`config.mk`:
```
export PLATFORM = sky130hd
export DESIGN_NAME = alu_mul_sequencer_flat
export DESIGN_NICKNAME = d
export VERILOG_FILES = /design/src/rtl/alu_pkg.sv /design/src/rtl/alu_mul_sequencer_if.sv /design/src/rtl/alu_mul_sequencer.sv /design/src/flat_wrapper.sv
export SDC_FILE = /design/constraint.sdc
export NUM_CORES = 1
export LEC_CHECK = 0
export CAP_MARGIN = 5
export CORE_MARGIN = 8
export CORE_UTILIZATION = 36
export DETAILED_ROUTE_END_ITERATION = 6
export DONT_BUFFER_PORTS = 1
export PLACE_DENSITY_LB_ADDON = 0.15
export SLEW_MARGIN = 5
export SYNTH_ARGS = -nofsm -noshare
export SYNTH_HDL_FRONTEND = slang
export SYNTH_SLANG_ARGS = --single-unit
export TNS_END_PERCENT = 1
```
`constraint.sdc`:
```
create_clock -name Clock -period 2.15 [get_ports Clock]
set_input_delay 0.43 -clock Clock [delete_from_list [all_inputs] [get_ports Clock]]
set_output_delay 0.43 -clock Clock [all_outputs]
set_load 0.01 [all_outputs]
```
`src/rtl/alu_pkg.sv`:
```
// Shared ALU encodings and the multiply sequencer state type.
package alu_pkg;

    localparam logic [4:0] FS_PASSA32 = 5'b10000;
    localparam logic [4:0] FS_ADD32   = 5'b10100;
    localparam logic [4:0] FS_LSL32   = 5'b11011;

    localparam int unsigned FLAG_Z = 3;
    localparam int unsigned FLAG_C = 2;
    localparam int unsigned FLAG_N = 1;
    localparam int unsigned FLAG_V = 0;

    typedef enum logic [2:0] {
        ST_IDLE,
        ST_TEST,
        ST_ADD,
        ST_SHIFT,
        ST_DONE
    } seq_state_t;

endpackage

```
`src/rtl/alu_mul_sequencer_if.sv`:
```
// Control-unit handshake and ALU control bus of the multiply sequencer.
interface alu_mul_sequencer_if;

    logic        Start;
    logic [31:0] MulA;
    logic [31:0] MulB;
    logic        Busy;
    logic        Done;
    logic [31:0] Product;
    logic        Overflow;

    logic [4:0]  AluFunSel;
    logic [31:0] AluA;
    logic [31:0] AluB;
    logic        AluWF;
    logic [31:0] AluOut;
    logic [3:0]  AluFlags;

    // master: control unit plus ALU; slave: the sequencer
    modport master (
        output Start, MulA, MulB, AluOut, AluFlags,
        input  Busy, Done, Product, Overflow, AluFunSel, AluA, AluB, AluWF
    );

    modport slave (
        input  Start, MulA, MulB, AluOut, AluFlags,
        output Busy, Done, Product, Overflow, AluFunSel, AluA, AluB, AluWF
    );

endinterface

```
`src/rtl/alu_mul_sequencer.sv`:
```
// Shift-and-add 32x32 unsigned multiplier that drives the shared 32-bit ALU;
// low product word plus sticky overflow taken from the ALU carry flag.
module alu_mul_sequencer
    import alu_pkg::*;
(
    input  logic              Clock,
    input  logic              Reset,
    alu_mul_sequencer_if.slave bus
);

    seq_state_t  r_state;
    seq_state_t  w_next;
    logic [31:0] r_p;
    logic [31:0] r_m;
    logic [31:0] r_q;
    logic        r_ovf;
    logic        r_chk;
    logic        r_from_add;
    logic [31:0] r_product;
    logic        r_overflow;
    logic        w_carry;

    assign w_carry = bus.AluFlags[FLAG_C];

    always_ff @(posedge Clock or negedge Reset) begin
        if (!Reset) begin
            r_state    <= ST_IDLE;
            r_p        <= '0;
            r_m        <= '0;
            r_q        <= '0;
            r_ovf      <= 1'b0;
            r_chk      <= 1'b0;
            r_from_add <= 1'b0;
            r_product  <= '0;
            r_overflow <= 1'b0;
        end else begin
            r_state    <= w_next;
            r_from_add <= (r_state == ST_ADD);
            case (r_state)
                ST_IDLE: begin
                    if (bus.Start) begin
                        r_p   <= '0;
                        r_m   <= bus.MulA;
                        r_q   <= bus.MulB;
                        r_ovf <= 1'b0;
                        r_chk <= 1'b0;
                    end
                end
                ST_TEST: begin
                    // carry here is the bit shifted out of M by the last SHIFT
                    if (r_chk && w_carry && (r_q != '0))
                        r_ovf <= 1'b1;
                    r_chk <= 1'b0;
                    if (r_q == '0) begin
                        r_product  <= r_p;
                        r_overflow <= r_ovf;
                    end
                end
                ST_ADD: begin
                    r_p <= bus.AluOut;
                end
                ST_SHIFT: begin
                    if (r_from_add && w_carry)
                        r_ovf <= 1'b1;
                    r_m   <= bus.AluOut;
                    r_q   <= r_q >> 1;
                    r_chk <= 1'b1;
                end
                default: ;
            endcase
        end
    end

    always_comb begin
        w_next        = r_state;
        bus.AluFunSel = FS_PASSA32;
        bus.AluA      = '0;
        bus.AluB      = '0;
        bus.AluWF     = 1'b0;
        case (r_state)
            ST_IDLE: begin
                if (bus.Start)
                    w_next = ST_TEST;
            end
            ST_TEST: begin
                bus.AluA = r_p;
                if (r_q == '0)
                    w_next = ST_DONE;
                else if (r_q[0])
                    w_next = ST_ADD;
                else
                    w_next = ST_SHIFT;
            end
            ST_ADD: begin
                bus.AluFunSel = FS_ADD32;
                bus.AluA      = r_p;
                bus.AluB      = r_m;
                bus.AluWF     = 1'b1;
                w_next        = ST_SHIFT;
            end
            ST_SHIFT: begin
                bus.AluFunSel = FS_LSL32;
                bus.AluA      = r_m;
                bus.AluWF     = 1'b1;
                w_next        = ST_TEST;
            end
            ST_DONE: begin
                w_next = ST_IDLE;
            end
            default: w_next = ST_IDLE;
        endcase
    end

    assign bus.Busy     = (r_state != ST_IDLE);
    assign bus.Done     = (r_state == ST_DONE);
    assign bus.Product  = r_product;
    assign bus.Overflow = r_overflow;

endmodule

```
`src/flat_wrapper.sv`:
```
// flat-port wrapper written by rule: the top's interface ports become plain ports
module alu_mul_sequencer_flat import alu_pkg::*;
  (Clock, Reset, bus_Start, bus_MulA, bus_MulB, bus_AluOut, bus_AluFlags, bus_Busy, bus_Done, bus_Product, bus_Overflow, bus_AluFunSel, bus_AluA, bus_AluB, bus_AluWF);
  alu_mul_sequencer_if bus_i ();
  input  logic Clock;
  input  logic Reset;
  input wire logic [$bits(bus_i.Start)-1:0] bus_Start;
  input wire logic [$bits(bus_i.MulA)-1:0] bus_MulA;
  input wire logic [$bits(bus_i.MulB)-1:0] bus_MulB;
  input wire logic [$bits(bus_i.AluOut)-1:0] bus_AluOut;
  input wire logic [$bits(bus_i.AluFlags)-1:0] bus_AluFlags;
  output wire logic [$bits(bus_i.Busy)-1:0] bus_Busy;
  output wire logic [$bits(bus_i.Done)-1:0] bus_Done;
  output wire logic [$bits(bus_i.Product)-1:0] bus_Product;
  output wire logic [$bits(bus_i.Overflow)-1:0] bus_Overflow;
  output wire logic [$bits(bus_i.AluFunSel)-1:0] bus_AluFunSel;
  output wire logic [$bits(bus_i.AluA)-1:0] bus_AluA;
  output wire logic [$bits(bus_i.AluB)-1:0] bus_AluB;
  output wire logic [$bits(bus_i.AluWF)-1:0] bus_AluWF;
  assign bus_i.Start = bus_Start;
  assign bus_i.MulA = bus_MulA;
  assign bus_i.MulB = bus_MulB;
  assign bus_i.AluOut = bus_AluOut;
  assign bus_i.AluFlags = bus_AluFlags;
  assign bus_Busy = bus_i.Busy;
  assign bus_Done = bus_i.Done;
  assign bus_Product = bus_i.Product;
  assign bus_Overflow = bus_i.Overflow;
  assign bus_AluFunSel = bus_i.AluFunSel;
  assign bus_AluA = bus_i.AluA;
  assign bus_AluB = bus_i.AluB;
  assign bus_AluWF = bus_i.AluWF;
  alu_mul_sequencer u_core (.Clock(Clock), .Reset(Reset), .bus(bus_i));
endmodule
```
Yosys cells after proc, flatten, opt, wreduce, memory -nomap -nowiden
Index checks and enable logic that the tools add are counted.
Widths: inputs -> output; s select.
Storage, ports and cells
  logic and storage cells: 52
  output and inout bits: 105
  input bits: 103
  bits in registers: 135
Operators by class
  reductions and logical operators: 17
  mux-type cells: 19
  equality and inequality tests: 7
Operators with widths (count)
  $pmux 32 s2: 4
  $mux 32: 4
  $logic_not 32->1: 1
  $reduce_bool 32->1: 1
  $pmux 3 s4: 1
  $pmux 4 s2: 1
  $reduce_and 2->1: 4
  $eq 3x2->1 const B: 2
  $mux 3: 2
  $pmux 1 s3: 2
  $reduce_bool 3->1: 2
  $mux 1: 5
  $ne 2x1->1 const B: 2
  $reduce_and 4->1: 1
  $reduce_bool 2->1: 2
  $reduce_or 2->1: 2
  $eq 3x1->1 const B: 1
  $eq 3x3->1 const B: 1
  $logic_and 1x1->1: 3
  $logic_not 3->1: 1
  $ne 2x2->1 const B: 1

Logic depth before layout (Yosys ltp)
  word-level depth: 4
  mapped depth: 7
  gate-level depth less buffers: 5

Worst setup path before layout
OpenSTA, ideal clock, no wires.
  path type: reg2out
  start point: reg u_core.r_state[2]
  end point: out bus_AluA[10]
  data arrival time: 1523 ps
  buffers on the path: 2
  cell stages (with the launch flop): 7
  path slack: 197 ps
  required time: 1720 ps
  cell sequence: dfrtp_1 -> nor2b_1 -> nand2_1 -> inv_1 -> clkbuf_1 -> buf_2 -> a22o_1
Between the ends
  longest elaborated chain between the ends: 3
  elaborated cells between the ends (all ways): 5
  those cells by class: eq/ne: 3; mux: 1; reduce/logical: 1
RTL lines
  start, declared: line alu_mul_sequencer.sv:11  | seq_state_t r_state;
  start signal, assigned: line alu_mul_sequencer.sv:37  | r_state <= w_next;
  $eq 3x1->1 or $eq 3x2->1 (tied branches): line alu_mul_sequencer.sv:80  | case (r_state)
  $reduce_or 2->1 (no source line)
  $pmux 32 s2 *: line alu_mul_sequencer.sv:80
  end, declared: line flat_wrapper.sv:17  | output wire logic [$bits(bus_i.AluA)-1:0] bus_AluA;
Mark *: on every way between the ends. The rest lies on a longest branch, timed or not.

Worst setup path after layout
  start point: reg u_core.r_state[1]
  end point: out bus_AluA[15]
Same word-level chain as after synthesis.

==> impl_results.md <==
* Total negative slack at 0 ns
* Critical Path Start Type: flip-flop
* Final cell count without fillers at around 900
* Post-synthesis mux area share at 0.06147
* VDD IR max at around 0.52 mV
* DP Area at 6447 um2
* Xor-xnor portion of the synthesized cell area at 0
* Worst min path class: in2async
* Simple-gate share of the synthesized area at 0.2123
* Initial Utilization at 0.3639
* Final Hold Viols at approximately 140
* Critical Path End Type: output pin
* CP arrival at around 1.7 ns
* Worst-path clk slew at 0.06 ns
* Die height at ~150 um
* Ant. Diodes at 0
* CTS tree: built
* TritonCTS sink count at approximately 140
* Post-detailed-route wirelength per cell at about 21 um
* Final WS setup at approximately 0.031 ns
* Antenna Violating Nets Remaining at 0
* Fin area at roughly 7500 um2
* # fillers at 1,673
* Chip Width at roughly 150 um
* Largest net degree at the start of global routing at ~140
* Post-Route Skew at around 0.0064 ns
* Post-Syn Area at between 6000 and 7000 um2
* Max_cap viols at 0
* Fin crit share at 0.9854
* Hold Slack at -0.2881 ns
* Via count at ~5,000
* Status: complete, but fails checks
* Commonest cells after routing, fill and taps aside: 181 x nand2_1, 134 x dfrtp_1, 68 x nor2_1, 57 x a31oi_1
* Min Tclk post-route at between 2 and 2.5 ns
* Synth Area per Inst at 9.241 um2
* CTS buffer count at 17
* Die area at approximately 22,000 um2
* Core area at 17,120 um2
* Rows at 48
* Share of layout cells above drive strength 1 at 0.1940
* Largest family of logic cells by synthesized area: simple AND/OR/NAND/NOR gates
* Post-Synthesis Cells at roughly 670
* Ys Warns at 0
* Root Driver: clkbuf_16
* Fmax at 0.4720 GHz
* Synth-to-layout area growth at 19.79%
* Yosys top cell by area: dfrtp_1
* Port bufs at 0
* Compound-Gate Fraction of Synth Area at 0.1384
* Crit-path max FO at 20
* RSZ-0062 raised after global routing: true
* Failing checks: negative hold slack
* Total gr overflow at 0
* Commonest non-fill, non-tap cell in the layout: nand2_1
* Critical Path RT at 1.72 ns
* DP Worst Slack at roughly 0.09 ns
* Residual DRC at 0
* # IOs at between 200 and 250
* Area contributors post-synth: dfrtp_1 54%, nand2_1 11%, mux2_2 6.1%
* Initial antenna violation count at 0
* Wirelength, routed at roughly 19 mm
* Final setup viols at 0
* H-tree levels at 4
* Gr usage total at 0.1764
* 1st-iter DRT viols at around 290
* Synth top area share at 0.5424
* Crit Path Category: reg2out
* Post-placement cell count at 860
* Seq/Total Area, Yosys at 0.5424
* Slew @ Worst Pin at 0.6334 ns
* Final #Nets at between 700 and 800
* Max clock buf depth at 2
* Pleak at 0.003588 uW
* Slew headroom at 0.5777
* Clk_lat worst skew at between 0.4 and 0.5 ns
* Via-to-Cell Ratio at ~5.6
* DP Wirelength at ~13 mm
* First-pass GRT wire length at 29.92 mm
* Pwr Density at 761.5 nW/um2
* Mapped Nets at around 780
* Router iterations before antenna repair at 5
* Vias in the first global route at 5,038
* Seq cells post-synth at 135
* Post-Synth Adder-Cell Area at 0
* GP Congestion at 0.7929
* Slew Limit Fails at 0
* Post-synth cell types at 27
[registers in the layout, indices dropped and copies added (netlist names)]
signal / flops
u_core.r_p: 32
u_core.r_m: 32
u_core.r_state: 3
u_core.bus.Overflow: 1
u_core.r_ovf: 1
u_core.r_from_add: 1
u_core.r_chk: 1
u_core.r_q: 32
u_core.bus.Product: 32
[path summary, 6_finish.rpt]
path                              startpoint  cells after the start  slack (ns)                      to
setup reg to reg              u_core.r_q[26]                      5        0.18  u_core.bus.Product[21]
hold / removal                         Reset                      0       -0.29  u_core.bus.Product[19]
max in group asynchronous              Reset                      0        2.21       u_core.r_state[2]
min in group Clock            bus_AluOut[31]                      2        0.14          u_core.r_p[31]
hold reg to reg                 u_core.r_ovf                      2        0.48            u_core.r_ovf
setup / recovery           u_core.r_state[1]                      5        0.03            bus_AluA[15]
[worst max-delay path: stages, from the launching register on]
cell      delay (ns)
dfrtp_1         0.39
nor2b_4         0.13
and2_4          0.15
nand2b_4        0.15
buf_12          0.17
a22o_4          0.26
[layout make-up]
class | instances | area [um2] | area share
clock buffer | 24 | 491.7 | 0.06591
sequential | 135 | 3379 | 0.4530
timing repair buffer | 25 | 307.8 | 0.04125
multi-input combinational | 479 | 2912 | 0.3902
inverter | 3 | 18.77 | 0.002516
clock inverter | 4 | 70.07 | 0.009391
tap | 225 | 281.5 | 0.03773
[stage by stage]
stage	power (uW)	hold WS, ns	utilization
after floorplan	2831	0.1344	-
after global placement	2869	0.1393	0.3767
after detailed placement	2874	0.1385	0.3767
after CTS	5743	-0.3119	0.4233
after global routing	5902	-0.3206	0.4359
final	5681	-0.2881	0.4359
[what timing repair did]
item / 4_1_cts / 5_1_grt
endpoints found under the hold margin: 135 / 135
cloned: 1 / 1
pin swaps: 2 / 12
setup endpoints to repair: 40 / 96
resized for setup: 28 / 26
buffers inserted: 4 / 1
[metal layers]
metal / share of wire / global-route usage
met3: 0.092 / 0.07031
met4: 0.017 / 0.06884
met2: 0.49 / 0.2807
met5: 0 / 0
met1: 0.40 / 0.2103
[logic make-up after synthesis]
family	Yosys count
flip-flops	135
buffers and inverters	60
AND/OR/NAND/NOR	312
multiplexers	34
other	1
AO/OA/AOI/OAI	132
[cell usage after synthesis]
library cell / n
nand2_1: 183
dfrtp_1: 135
nor2_1: 68
a31oi_1: 57
clkbuf_1: 34
mux2_2: 34
o21ai_0: 34
a22o_1: 32
and3_1: 32
buf_2: 16
nor3_1: 8
nor4_1: 8
o22ai_1: 6
and2_1: 3
buf_4: 3
buf_6: 3
inv_1: 3
a21oi_1: 2
nand2b_1: 2
nand3_1: 2
nand4_1: 2
nor2b_1: 2
buf_1: 1
conb_1: 1
nor3_4: 1
nor3b_1: 1
o21bai_1: 1
[report_power, final]
group	internal [uW]	total (uW)	leakage (uW)	switching [uW]
Sequential	2610	2670	0.00165	63.9
Clock	1800	2810	0.000278	1010
Combinational	104	204	0.00166	99.7
Total	4510	5680	0.00359	1170
(Power assumes the default switching activity.)
